<file path="src/rtl/instr_fetch_queue_if.sv">
// Fetch-side bus bundle: instruction-memory request/response,
// redirect input and the decoder-facing instruction handshake.
interface instr_fetch_queue_if #(
    parameter int XLEN  = 32,
    parameter int DEPTH = 4
);
    logic                     o_imemReqValid;
    logic [XLEN-1:0]          o_imemAddr;
    logic                     i_imemReqReady;
    logic                     i_imemRspValid;
    logic [31:0]              i_imemData;
    logic                     i_redirectValid;
    logic [XLEN-1:0]          i_redirectPC;
    logic                     o_instrValid;
    logic [31:0]              o_instr;
    logic [XLEN-1:0]          o_instrPC;
    logic                     i_instrReady;
    logic [$clog2(DEPTH):0]   o_inflight;

    // Fetch unit side
    modport master (
        output o_imemReqValid, o_imemAddr, o_instrValid, o_instr, o_instrPC, o_inflight,
        input  i_imemReqReady, i_imemRspValid, i_imemData, i_redirectValid, i_redirectPC,
               i_instrReady
    );

    // Memory / decoder / branch-unit side
    modport slave (
        input  o_imemReqValid, o_imemAddr, o_instrValid, o_instr, o_instrPC, o_inflight,
        output i_imemReqReady, i_imemRspValid, i_imemData, i_redirectValid, i_redirectPC,
               i_instrReady
    );
endinterface

</file>
<file path="src/rtl/instr_fetch_queue.sv">
// Instruction fetch queue: owns the fetch PC, issues pipelined memory
// requests, buffers in-order responses tagged with their PC and hands
// them to the decoder. A redirect flushes the queue and arranges for
// responses to already-issued requests to be discarded.
module instr_fetch_queue #(
    parameter int              XLEN     = 32,
    parameter logic [XLEN-1:0] RESET_PC = '0,
    parameter int              DEPTH    = 4
) (
    input  logic               i_clock,
    input  logic               i_reset,
    instr_fetch_queue_if.master bus
);
    localparam int PW = $clog2(DEPTH);
    localparam int CW = PW + 1;

    typedef logic [PW-1:0] ptr_t;
    typedef logic [CW-1:0] cnt_t;

    logic [XLEN-1:0] fetch_pc;
    logic [XLEN-1:0] q_pc    [DEPTH];
    logic [31:0]     q_instr [DEPTH];
    logic [DEPTH-1:0] q_filled;

    ptr_t head_ptr;
    ptr_t alloc_ptr;
    ptr_t fill_ptr;

    // alloc_cnt: reserved + filled entries; pend_cnt: reserved but not yet filled
    cnt_t alloc_cnt;
    cnt_t pend_cnt;
    cnt_t drop_cnt;

    logic          redirect;
    logic [CW:0]   budget;
    logic          req_valid;
    logic          accept;
    logic          fill;
    logic          discard;
    logic          instr_valid;
    logic          pop;
    cnt_t          drop_after_redirect;

    assign redirect = bus.i_redirectValid;

    // Handshake qualifiers and redirect drop bookkeeping
    always_comb begin
        budget              = {1'b0, alloc_cnt} + {1'b0, drop_cnt};
        req_valid           = !i_reset && !redirect && (budget < (CW+1)'(DEPTH));
        accept              = req_valid && bus.i_imemReqReady;
        discard             = bus.i_imemRspValid && (drop_cnt != '0);
        fill                = bus.i_imemRspValid && (drop_cnt == '0) && !redirect && !i_reset;
        instr_valid         = !i_reset && !redirect && q_filled[head_ptr] && (alloc_cnt != '0);
        pop                 = instr_valid && bus.i_instrReady;
        // A response landing in the redirect cycle retires one outstanding request
        drop_after_redirect = pend_cnt + drop_cnt - cnt_t'(bus.i_imemRspValid);
    end

    assign bus.o_imemReqValid = req_valid;
    assign bus.o_imemAddr     = fetch_pc;
    assign bus.o_instrValid   = instr_valid;
    assign bus.o_instr        = instr_valid ? q_instr[head_ptr] : '0;
    assign bus.o_instrPC      = instr_valid ? q_pc[head_ptr]    : '0;
    assign bus.o_inflight     = i_reset ? '0 : pend_cnt + drop_cnt;

    // Fetch PC, pointers, occupancy and drop counters
    always_ff @(posedge i_clock) begin
        if (i_reset) begin
            fetch_pc  <= RESET_PC;
            head_ptr  <= '0;
            alloc_ptr <= '0;
            fill_ptr  <= '0;
            alloc_cnt <= '0;
            pend_cnt  <= '0;
            drop_cnt  <= '0;
            q_filled  <= '0;
        end else if (redirect) begin
            fetch_pc  <= bus.i_redirectPC;
            head_ptr  <= '0;
            alloc_ptr <= '0;
            fill_ptr  <= '0;
            alloc_cnt <= '0;
            pend_cnt  <= '0;
            drop_cnt  <= drop_after_redirect;
            q_filled  <= '0;
        end else begin
            if (accept) begin
                q_filled[alloc_ptr] <= 1'b0;
                alloc_ptr           <= alloc_ptr + ptr_t'(1);
                fetch_pc            <= fetch_pc + XLEN'(4);
            end
            if (discard) begin
                drop_cnt <= drop_cnt - cnt_t'(1);
            end
            if (fill) begin
                q_filled[fill_ptr] <= 1'b1;
                fill_ptr           <= fill_ptr + ptr_t'(1);
            end
            if (pop) begin
                head_ptr <= head_ptr + ptr_t'(1);
            end
            alloc_cnt <= alloc_cnt + cnt_t'(accept) - cnt_t'(pop);
            pend_cnt  <= pend_cnt  + cnt_t'(accept) - cnt_t'(fill);
        end
    end

    // Queue payload storage: PC tag on reservation, instruction word on fill
    always_ff @(posedge i_clock) begin
        if (accept) begin
            q_pc[alloc_ptr] <= fetch_pc;
        end
        if (fill) begin
            q_instr[fill_ptr] <= bus.i_imemData;
        end
    end
endmodule

</file>
<file path="src/flat_wrapper.sv">
// flat-port wrapper written by rule: the top's interface ports become plain ports
module instr_fetch_queue_flat 
#(
    parameter int              XLEN     = 32,
    parameter logic [XLEN-1:0] RESET_PC = '0,
    parameter int              DEPTH    = 4
)
  (i_clock, i_reset, bus_o_imemReqValid, bus_o_imemAddr, bus_o_instrValid, bus_o_instr, bus_o_instrPC, bus_o_inflight, bus_i_imemReqReady, bus_i_imemRspValid, bus_i_imemData, bus_i_redirectValid, bus_i_redirectPC, bus_i_instrReady);
  instr_fetch_queue_if #(.XLEN(XLEN), .DEPTH(DEPTH)) bus_i ();
  input  logic i_clock;
  input  logic i_reset;
  output wire logic [$bits(bus_i.o_imemReqValid)-1:0] bus_o_imemReqValid;
  output wire logic [$bits(bus_i.o_imemAddr)-1:0] bus_o_imemAddr;
  output wire logic [$bits(bus_i.o_instrValid)-1:0] bus_o_instrValid;
  output wire logic [$bits(bus_i.o_instr)-1:0] bus_o_instr;
  output wire logic [$bits(bus_i.o_instrPC)-1:0] bus_o_instrPC;
  output wire logic [$bits(bus_i.o_inflight)-1:0] bus_o_inflight;
  input wire logic [$bits(bus_i.i_imemReqReady)-1:0] bus_i_imemReqReady;
  input wire logic [$bits(bus_i.i_imemRspValid)-1:0] bus_i_imemRspValid;
  input wire logic [$bits(bus_i.i_imemData)-1:0] bus_i_imemData;
  input wire logic [$bits(bus_i.i_redirectValid)-1:0] bus_i_redirectValid;
  input wire logic [$bits(bus_i.i_redirectPC)-1:0] bus_i_redirectPC;
  input wire logic [$bits(bus_i.i_instrReady)-1:0] bus_i_instrReady;
  assign bus_o_imemReqValid = bus_i.o_imemReqValid;
  assign bus_o_imemAddr = bus_i.o_imemAddr;
  assign bus_o_instrValid = bus_i.o_instrValid;
  assign bus_o_instr = bus_i.o_instr;
  assign bus_o_instrPC = bus_i.o_instrPC;
  assign bus_o_inflight = bus_i.o_inflight;
  assign bus_i.i_imemReqReady = bus_i_imemReqReady;
  assign bus_i.i_imemRspValid = bus_i_imemRspValid;
  assign bus_i.i_imemData = bus_i_imemData;
  assign bus_i.i_redirectValid = bus_i_redirectValid;
  assign bus_i.i_redirectPC = bus_i_redirectPC;
  assign bus_i.i_instrReady = bus_i_instrReady;
  instr_fetch_queue #(.XLEN(XLEN), .RESET_PC(RESET_PC), .DEPTH(DEPTH)) u_core (.i_clock(i_clock), .i_reset(i_reset), .bus(bus_i));
endmodule
</file>
<file path="config.mk">
export PLATFORM = sky130hd
export DESIGN_NAME = instr_fetch_queue_flat
export DESIGN_NICKNAME = d
export VERILOG_FILES = /design/src/rtl/instr_fetch_queue_if.sv /design/src/rtl/instr_fetch_queue.sv /design/src/flat_wrapper.sv
export SDC_FILE = /design/constraint.sdc
export NUM_CORES = 1
export LEC_CHECK = 0
export CORE_UTILIZATION = 59
export CTS_CLUSTER_DIAMETER = 60
export DETAILED_ROUTE_END_ITERATION = 8
export PLACE_DENSITY = 0.85
export SYNTH_ARGS = -nofsm -noshare
export SYNTH_HDL_FRONTEND = slang
export SYNTH_SLANG_ARGS = --single-unit
</file>
<file path="constraint.sdc">
create_clock -name i_clock -period 5.54 [get_ports i_clock]
set_clock_uncertainty 0.2 [all_clocks]
set_input_delay 1.108 -clock i_clock [delete_from_list [all_inputs] [get_ports i_clock]]
set_output_delay 1.108 -clock i_clock [all_outputs]
set_load 0.005 [all_outputs]
</file>
Word level (Yosys, flattened, before mapping)
Memory sizes are Yosys's and may differ from the RTL's. A register that Yosys moved wholly into a read port is not among the register bits.
Cells that the tools add are included.
W data, S select, Z words.
{"block": "totals", "output_inout_bits": 101, "memories": 2, "register_bits": 51, "ram_bits": 256, "word_cells": 76}
{"block": "classes", "bitwise": 3, "n_reduce_logical": 20, "mux": 25, "addsub": 12, "magnitude_cmp": 6}
{"memory": "u_core.q_instr", "depth": 4, "word_bits": 32, "read_ports": 1, "rd_ports_with_merged_regs": 1, "wr": 1, "line": "instr_fetch_queue.sv:22", "source": "logic [31:0] q_instr [DEPTH];"}
{"memory": "u_core.q_pc", "depth": 4, "word_bits": 32, "read_ports": 1, "rd_ports_with_merged_regs": 1, "wr": 1, "line": "instr_fetch_queue.sv:21", "source": "logic [XLEN-1:0] q_pc [DEPTH];"}
{"cell": "$mux W32", "n": 4}
{"cell": "$add A32 B3 Y32 const B", "n": 1}
{"cell": "$mux W4", "n": 4}
{"cell": "$logic_and A1 B1 Y1", "n": 12}
{"cell": "$lt A2 B3 Y1 const B", "n": 3}
{"cell": "$mux W3", "n": 3}
{"cell": "$sub A3 B1 Y3", "n": 3}
{"cell": "$mux W2", "n": 4}
{"cell": "$mux W1", "n": 7}
{"cell": "$add A2 B1 Y2 const B", "n": 3}
{"cell": "$add A3 B1 Y3", "n": 2}
{"cell": "$reduce_bool A3 Y1", "n": 2}
{"cell": "$add A3 B3 Y4", "n": 1}
{"cell": "$and A4 B4 Y4", "n": 1}
{"cell": "$demux W1 S2", "n": 2}
{"cell": "$ge A2 B1 Y1 const B", "n": 2}
{"cell": "$lt A4 B3 Y1 const B", "n": 1}
{"cell": "$not A4 Y4", "n": 1}
{"cell": "$or A4 B4 Y4", "n": 1}
{"cell": "$reduce_bool A2 Y1", "n": 2}
{"cell": "$add A3 B3 Y3", "n": 1}
{"cell": "$logic_not A3 Y1", "n": 1}
{"cell": "$sub A3 B1 Y3 const B", "n": 1}
{"cell": "$bmux W1 S2", "n": 1}
{"cell": "2 further kinds", "n": 3}

Longest topological paths before layout
Gate-level depths: netlist of the first run.
{"block": "logic_depth", "depth_word": 11, "ltp_mapped": 12}

Least setup slack after synthesis of the first run
OpenSTA, ideal clock, no wires.
{"block": "synth_path", "path_type": "in2out", "from": "in i_reset", "to": "out bus_o_instrPC[13]", "stages": 6, "t_required_ns": 4.232, "arrival_time_ns": 2.251, "n_path_buf": 3, "path_slack_ns": 1.981, "cell_sequence": "buf_2 nor2_2 o311a_1 clkbuf_1 clkbuf_1 and2_1"}
{"block": "synth_via", "elab_chain_len": 5}
{"item": "start, declared", "line": "flat_wrapper.sv:11", "source": "input logic i_reset;"}
{"item": "$logic_not A1 Y1", "line": "instr_fetch_queue.sv:53", "source": "instr_valid = !i_reset && !redirect && q_filled[head_ptr] && (alloc_cnt != '0);"}
{"item": "$logic_and A1 B1 Y1 (3 in a row)", "line": "instr_fetch_queue.sv:53"}
{"item": "$mux W32", "line": "instr_fetch_queue.sv:63", "source": "assign bus.o_instrPC = instr_valid ? q_pc[head_ptr] : '0;"}
{"item": "end, declared", "line": "flat_wrapper.sv:16", "source": "output wire logic [$bits(bus_i.o_instrPC)-1:0] bus_o_instrPC;"}
No other way between the ends.

Worst setup path in the final report of the first run
{"block": "layout_path", "from": "in i_reset", "to": "out bus_o_instr[13]"}
{"block": "layout_via", "elab_chain_len": 5}
{"item": "$logic_not A1 Y1", "line": "instr_fetch_queue.sv:53"}
{"item": "$logic_and A1 B1 Y1 (3 in a row)", "line": "instr_fetch_queue.sv:53"}
{"item": "$mux W32", "line": "instr_fetch_queue.sv:62", "source": "assign bus.o_instr = instr_valid ? q_instr[head_ptr] : '0;"}
{"item": "end, declared", "line": "flat_wrapper.sv:15", "source": "output wire logic [$bits(bus_i.o_instr)-1:0] bus_o_instr;"}
No other way between the ends.

==> metrics.cfg, run 1 <==
[run_status]
status = finished clean

[drt]
wl_per_cell_um = 22.0
routed_via_density = 5.88
num_vias = 7294
wirelength_um = 27300
drc = 0
ant_nets = 0
firstDrtPassIters = 7
drt_iter0_drc = 523

[pwr]
p_seq_frac = 0.534
p_per_area_nw_per_um2 = 311
p_int_mw = 3.89
comb_power_share = 0.050
switching_share = 0.204
irDropWorstVdd_mv = 0.284
p_clk_frac = 0.416
switching_power_mw = 0.997
p_leak_nw = 5.24

[placed_design]
pre_cts_ws_ns = 1.12
dp_cells = 1186
portBuffers = 170
place_area_sq_um = 14700
hpwl_um = 16700
gp_congestion = 0.811

[sta]
finalCritPeriodShare = 0.806
fmax_mhz = 224
fin_ws_ns = 1.08
setup_violations = 0
finalMaxSlewViolations = 0
min_period_ns = 4.46
tightest_slew_ns = 0.978
rsz0062_at_grt = false
slew_headroom = 0.348
hold_viol = 0
finalSetupTns_ns = 0

[clock_network]
post_cts_buffers = 0
htreeDepth = 1
cts_sinks = 309
cts_root_buf = clkbuf_16
holdBufCountCts = 0
tritoncts = yes
clock_latency_ns = 0.56
cts_buffer_depth = 3
ctsResizeCount = 0
cts_buffers = 29
path_clk_slew_ns = 0.07

[yosys]
yosysTopAreaCell = edfxtp_1
ys_seq_elements = 309
syn_nets = 865
synth_edf_count = 256
yosysWarningCount = 0
synth-seq-area-share = 0.686
ys_types = 59
async_flop_share = 0
netlist_instances = 772
synthDominantCellAreaShare = 0.603
synth_flop_cell = edfxtp_1
synthTopCellsByArea = edfxtp_1, mux4_2, dfxtp_1
synth.avg_cell_area_sq_um = 16.5
syn_area_sq_um = 12800

[floorplan]
die_w_um = 149
floorplan.initialDensity = 0.605
io_pins = 171
dieHeight_um = 149
fp.coreArea_sq_um = 21100
row_count = 53
die_area_sq_um = 22200

[cells_and_area]
fin_util = 0.745
drive_above_1_share = 0.143
postLayoutCellArea_sq_um = 15700
stdcell_count = 1241
layout_commonest_cell = edfxtp_1
nets = 1035
final_cell_mix = edfxtp_1, clkdlybuf4s50_1, and2_1
layout-area-overhead-vs-synth_pct = 23.1

[grt]
grt_pass1_wl_um = 41700
antenna_found_initial = 2
grt_util_all_layers = 0.251
grt.busiest_layer = met2
grt_util_met1 = 0.343
use_met2 = 0.414
grt_max_degree = 65
gr-usage-met3 = 0.0352
grt-ovfl-total = 0
grt_pass1_vias = 7373

[worst_setup_path]
cpMaxStageDelayCell = clkdlybuf4s50_1
path_class = in2out
path_max_fanout = 50
worstPathRequired_ns = 4.23
worst_path_most_repeated_cell = clkdlybuf4s50_1
regToRegSetupSlack_ns = 2.21
reg2reg_to = u_core.q_pc[1][2]
slowest_delay_ns = 0.54
critPathBufInv = 3
crit-reg2reg-launch = u_core.alloc_cnt[2]
path_cells = clkdlybuf4s50_1 -> nor2_2 -> o311a_2 -> buf_12 -> and2_1 -> clkdlybuf4s50_1
cpLargestDelayFamily = buffers and inverters
startpoint_type = primary input
r2r_cells = 5
crit_path_end_kind = output pin
worstPathArrival_ns = 3.16

[worst_hold_path]
min_from = u_core.q_filled[2]
holdPathStages = 2
min_path_type = reg2reg
min_to = u_core.q_filled[2]

[run]
max-cap-violations = 0

worst register-to-register path: stages, from the launching register on:
cell	delay, ns
dfxtp_1	0.43
ha_1	0.31
nor4b_2	0.40
nand3_1	0.18
inv_2	0.49
and2_2	0.92
synth_stat cells (2+ instances only):
| cell type | number |
|---|---|
| nor2b_1 | 4 |
| o21ai_1 | 2 |
| nor4_1 | 3 |
| nand2b_1 | 4 |
| nand3_1 | 16 |
| or3_1 | 3 |
| mux2i_1 | 6 |
| nand3_2 | 2 |
| ha_1 | 20 |
| o211ai_1 | 5 |
| nand2_1 | 29 |
| o21ai_0 | 6 |
| fa_1 | 3 |
| a21oi_1 | 20 |
| mux2_1 | 3 |
| inv_1 | 25 |
| edfxtp_1 | 256 |
| nor2_1 | 31 |
| nand3b_1 | 2 |
| a31oi_1 | 6 |
| nand4_1 | 16 |
| o21a_1 | 7 |
| mux4_2 | 65 |
| o21bai_1 | 4 |
| nor3_1 | 8 |
| a221oi_1 | 2 |
| clkbuf_1 | 27 |
| and2_1 | 79 |
| xor2_1 | 6 |
| nand4_4 | 2 |
| dfxtp_1 | 53 |
| buf_2 | 11 |
| xnor2_1 | 14 |
| a211oi_1 | 3 |
| and3_1 | 5 |
layer usage:
layer,part of all wire,wire (um)
met1,0.41,11100
met2,0.50,13600
met3,0.064,1740
met4,0.032,861
met5,0,0
worst max-delay path by stage:
stage | from | to | slack (ns) | depth (start not counted)
finish | i_reset | bus_o_instr[13] | 1.08 | 6
CTS | flip-flop | bus_o_instr[16] | 1.03 | 4
global route | flip-flop | bus_o_instr[16] | 0.92 | 4
floorplan | i_reset | bus_o_instrPC[13] | 1.98 | 6
global placement | i_reset | bus_o_instrPC[1] | 1.22 | 6
detailed placement | i_reset | bus_o_instr[28] | 1.12 | 6
stage by stage:
| stage | power [mW] | hold slack (ns) |
|---|---|---|
| after floorplan | 2.76 | 0.229 |
| after global placement | 2.89 | 0.237 |
| after detailed placement | 2.90 | 0.244 |
| after CTS | 4.90 | 0.254 |
| after global routing | 5.01 | 0.291 |
| final | 4.89 | 0.257 |
cell type report:
class	instances	area, sq um
antenna	2	5.00
tap	275	344
inverter	26	97.6
multi-input combinational	398	3760
clock buffer	38	759
fill	1247	5390
clock inverter	15	214
timing repair buffer	178	1770
sequential	309	8760
kinds of logic after synthesis:
group                      synth area share
AOI/OAI and AO/OA                    0.0328
xor gates and xnor gates             0.0137
adders and majority gates            0.0243
buffers and inverters                0.0202
DFF                                   0.686
muxes                                 0.123
and+or+nand+nor                      0.0998
power groups by stage:
stage / clock network, mW / registers, mW / logic (mW)
floorplan: 0 / 2.64 / 0.115
global placement: 0 / 2.65 / 0.238
detailed placement: 0 / 2.66 / 0.243
CTS: 2.04 / 2.61 / 0.247
global route: 2.13 / 2.61 / 0.268
finish: 2.03 / 2.61 / 0.246
registers in the layout, indices dropped and copies added (netlist names), named ones only:
name and count:
u_core.alloc_cnt 3, u_core.alloc_ptr 2, u_core.bus.o_imemAddr 32, u_core.drop_cnt 3, u_core.fill_ptr 2, u_core.head_ptr 2, u_core.pend_cnt 3, u_core.q_filled 4
u_core.q_instr 128, u_core.q_pc 128
Note: power is estimated with default switching activity, not from simulation.
==> inputs of run 2 (changes only) <==
CORE_UTILIZATION = 50   (was 59)
PLACE_DENSITY = 0.77   (was 0.85)
clock period = 4.1 ns   (was 5.54 ns; I/O delays follow)
==> run 2 against run 1 <==
Utilization down 11 points. Worst setup slack worse by 0.71 ns. Hold slack worse by 0.0032 ns. Critical path depth down 2. Wire length down 2.3%. Global-route usage down 4.5 points. Largest cell class unchanged. Register-to-register slack worse by 1.1 ns. Final area up 2.0%.
==> metrics.cfg, run 2 (synthesized netlist as in run 1, its figures left out) <==
[run_status]
status = finished clean

[pwr]
p_leak_nw = 5.37
power_mw = 6.77
p_clk_frac = 0.430
switching_share = 0.195
p_seq_frac = 0.521
p_int_mw = 5.45
p_per_area_nw_per_um2 = 423
comb_power_share = 0.049
irDropWorstVdd_mv = 0.218
switching_power_mw = 1.32

[worst_hold_path]
min_path_type = reg2reg

[placed_design]
portBuffers = 170
pre_cts_ws_ns = 0.563
gp_congestion = 0.788
hpwl_um = 17400
dp_cells = 1260

[grt]
antenna_found_initial = 2
grt_pass1_wl_um = 41000
grt_util_all_layers = 0.206
grt_max_degree = 50
grt-ovfl-total = 0
grt_pass1_vias = 7242

[clock_network]
path_clk_slew_ns = 0.06
holdBufCountCts = 0
cts_buffers = 29
htreeDepth = 1
cts_sinks = 309
post_cts_buffers = 0
cts_root_buf = clkbuf_16
cts_buffer_depth = 3
ctsResizeCount = 0
clock_latency_ns = 0.54
tritoncts = yes

[sta]
finalMaxSlewViolations = 0
min_period_ns = 3.73
fin_ws_ns = 0.367
rsz0062_at_grt = false
finalCritPeriodShare = 0.910
hold_viol = 0
slew_headroom = 0.614
setup_violations = 0
tightest_slew_ns = 0.577
fmax_mhz = 268
finalSetupTns_ns = 0

[worst_setup_path]
path_max_fanout = 21
worstPathArrival_ns = 2.71
crit_path_end_kind = output pin
startpoint_type = flip-flop
path_class = reg2out
worstPathRequired_ns = 3.08

[floorplan]
io_pins = 171
dieHeight_um = 162
die_area_sq_um = 26100
row_count = 58
floorplan.initialDensity = 0.508
fp.coreArea_sq_um = 25100
die_w_um = 162

[drt]
num_vias = 7228
drc = 0
wl_per_cell_um = 20.2
top_layer = met4
dr_wl_met3_um = 1540
wl_met1_um = 11000
wl_met2_um = 13400
firstDrtPassIters = 5
routed_via_density = 5.49
ant_nets = 0
drt_iter0_drc = 428
wirelength_um = 26600

[cells_and_area]
layout-area-overhead-vs-synth_pct = 25.6
drive_above_1_share = 0.161
layout_commonest_cell = edfxtp_1
nets = 1054
fillers = 1814
final_cell_mix = edfxtp_1, clkdlybuf4s50_1, and2_1
stdcell_count = 1316

[run]
max-cap-violations = 0

[run 2: cell count changes in the layout (fill, tap and decap cells not counted), moves of 2 or more]
cell	before	now
buf_4	7	24
buf_12	1	3
clkbuf_1	9	5
and2_1	71	75
bufinv_16	5	8
clkinvlp_4	0	3
and2_2	8	4
[run 2: cell type report]
type,count,area (sq um),area share
Inverter,26,97.6,0.00609
Multi-Input combinational cell,398,3750,0.234
Tap cell,330,413,0.0258
Sequential cell,309,8760,0.547
Timing Repair Buffer,197,1940,0.121
Antenna cell,3,7.51,0.000469
Clock buffer,35,758,0.0473
Clock inverter,18,298,0.0186
[run 2: through the flow]
| step | instance area [sq um] | utilization | hold WS (ns) |
|---|---|---|---|
| after floorplan | 12800 | - | 0.229 |
| after global placement | 15000 | 0.596 | 0.239 |
| after detailed placement | 15000 | 0.596 | 0.246 |
| after CTS | 16000 | 0.638 | 0.254 |
| after global routing | 16000 | 0.638 | 0.275 |
| final | 16000 | 0.638 | 0.253 |
[run 2: worst max-delay path: stages (launching register included)]
cell and delay, ns:
dfxtp_4 0.62, buf_4 0.36, mux4_2 0.57, and2_1 0.17, clkdlybuf4s50_1 0.44
[run 2: worst paths after layout]
check,from,slack (ns),cells past startpoint,to
setup / recovery,flip-flop,0.37,4,bus_o_instr[20]
hold / removal,u_core.q_filled[3],0.25,2,u_core.q_filled[3]
setup reg to reg,u_core.head_ptr[0],1.10,11,u_core.alloc_cnt[2]
hold reg to reg,u_core.q_filled[3],0.25,2,u_core.q_filled[3]
[run 2: layer usage]
layer | up-vias | GRT usage
li1 | 3357 | -
met1 | 3587 | 0.279
met2 | 236 | 0.348
met3 | 48 | 0.0278
met4 | 0 | 0.0617
met5 | - | 0
[run 2: power by group through the flow]
stage          combinational, mW  clock (mW)  sequential [mW]
6_report                   0.332        2.91             3.53
3_3_place_gp               0.326           0             3.59
5_1_grt                    0.361        3.08             3.53
2_1_floorplan              0.155           0             3.57
3_5_place_dp               0.332           0             3.59
4_1_cts                    0.334        2.96             3.52
==> inputs of run 3 (changes only) <==
HOLD_SLACK_MARGIN = 0.15   (was unset)
==> results of run 3 <==
The final DEF is identical to that of run 2; final timing and power are the same.
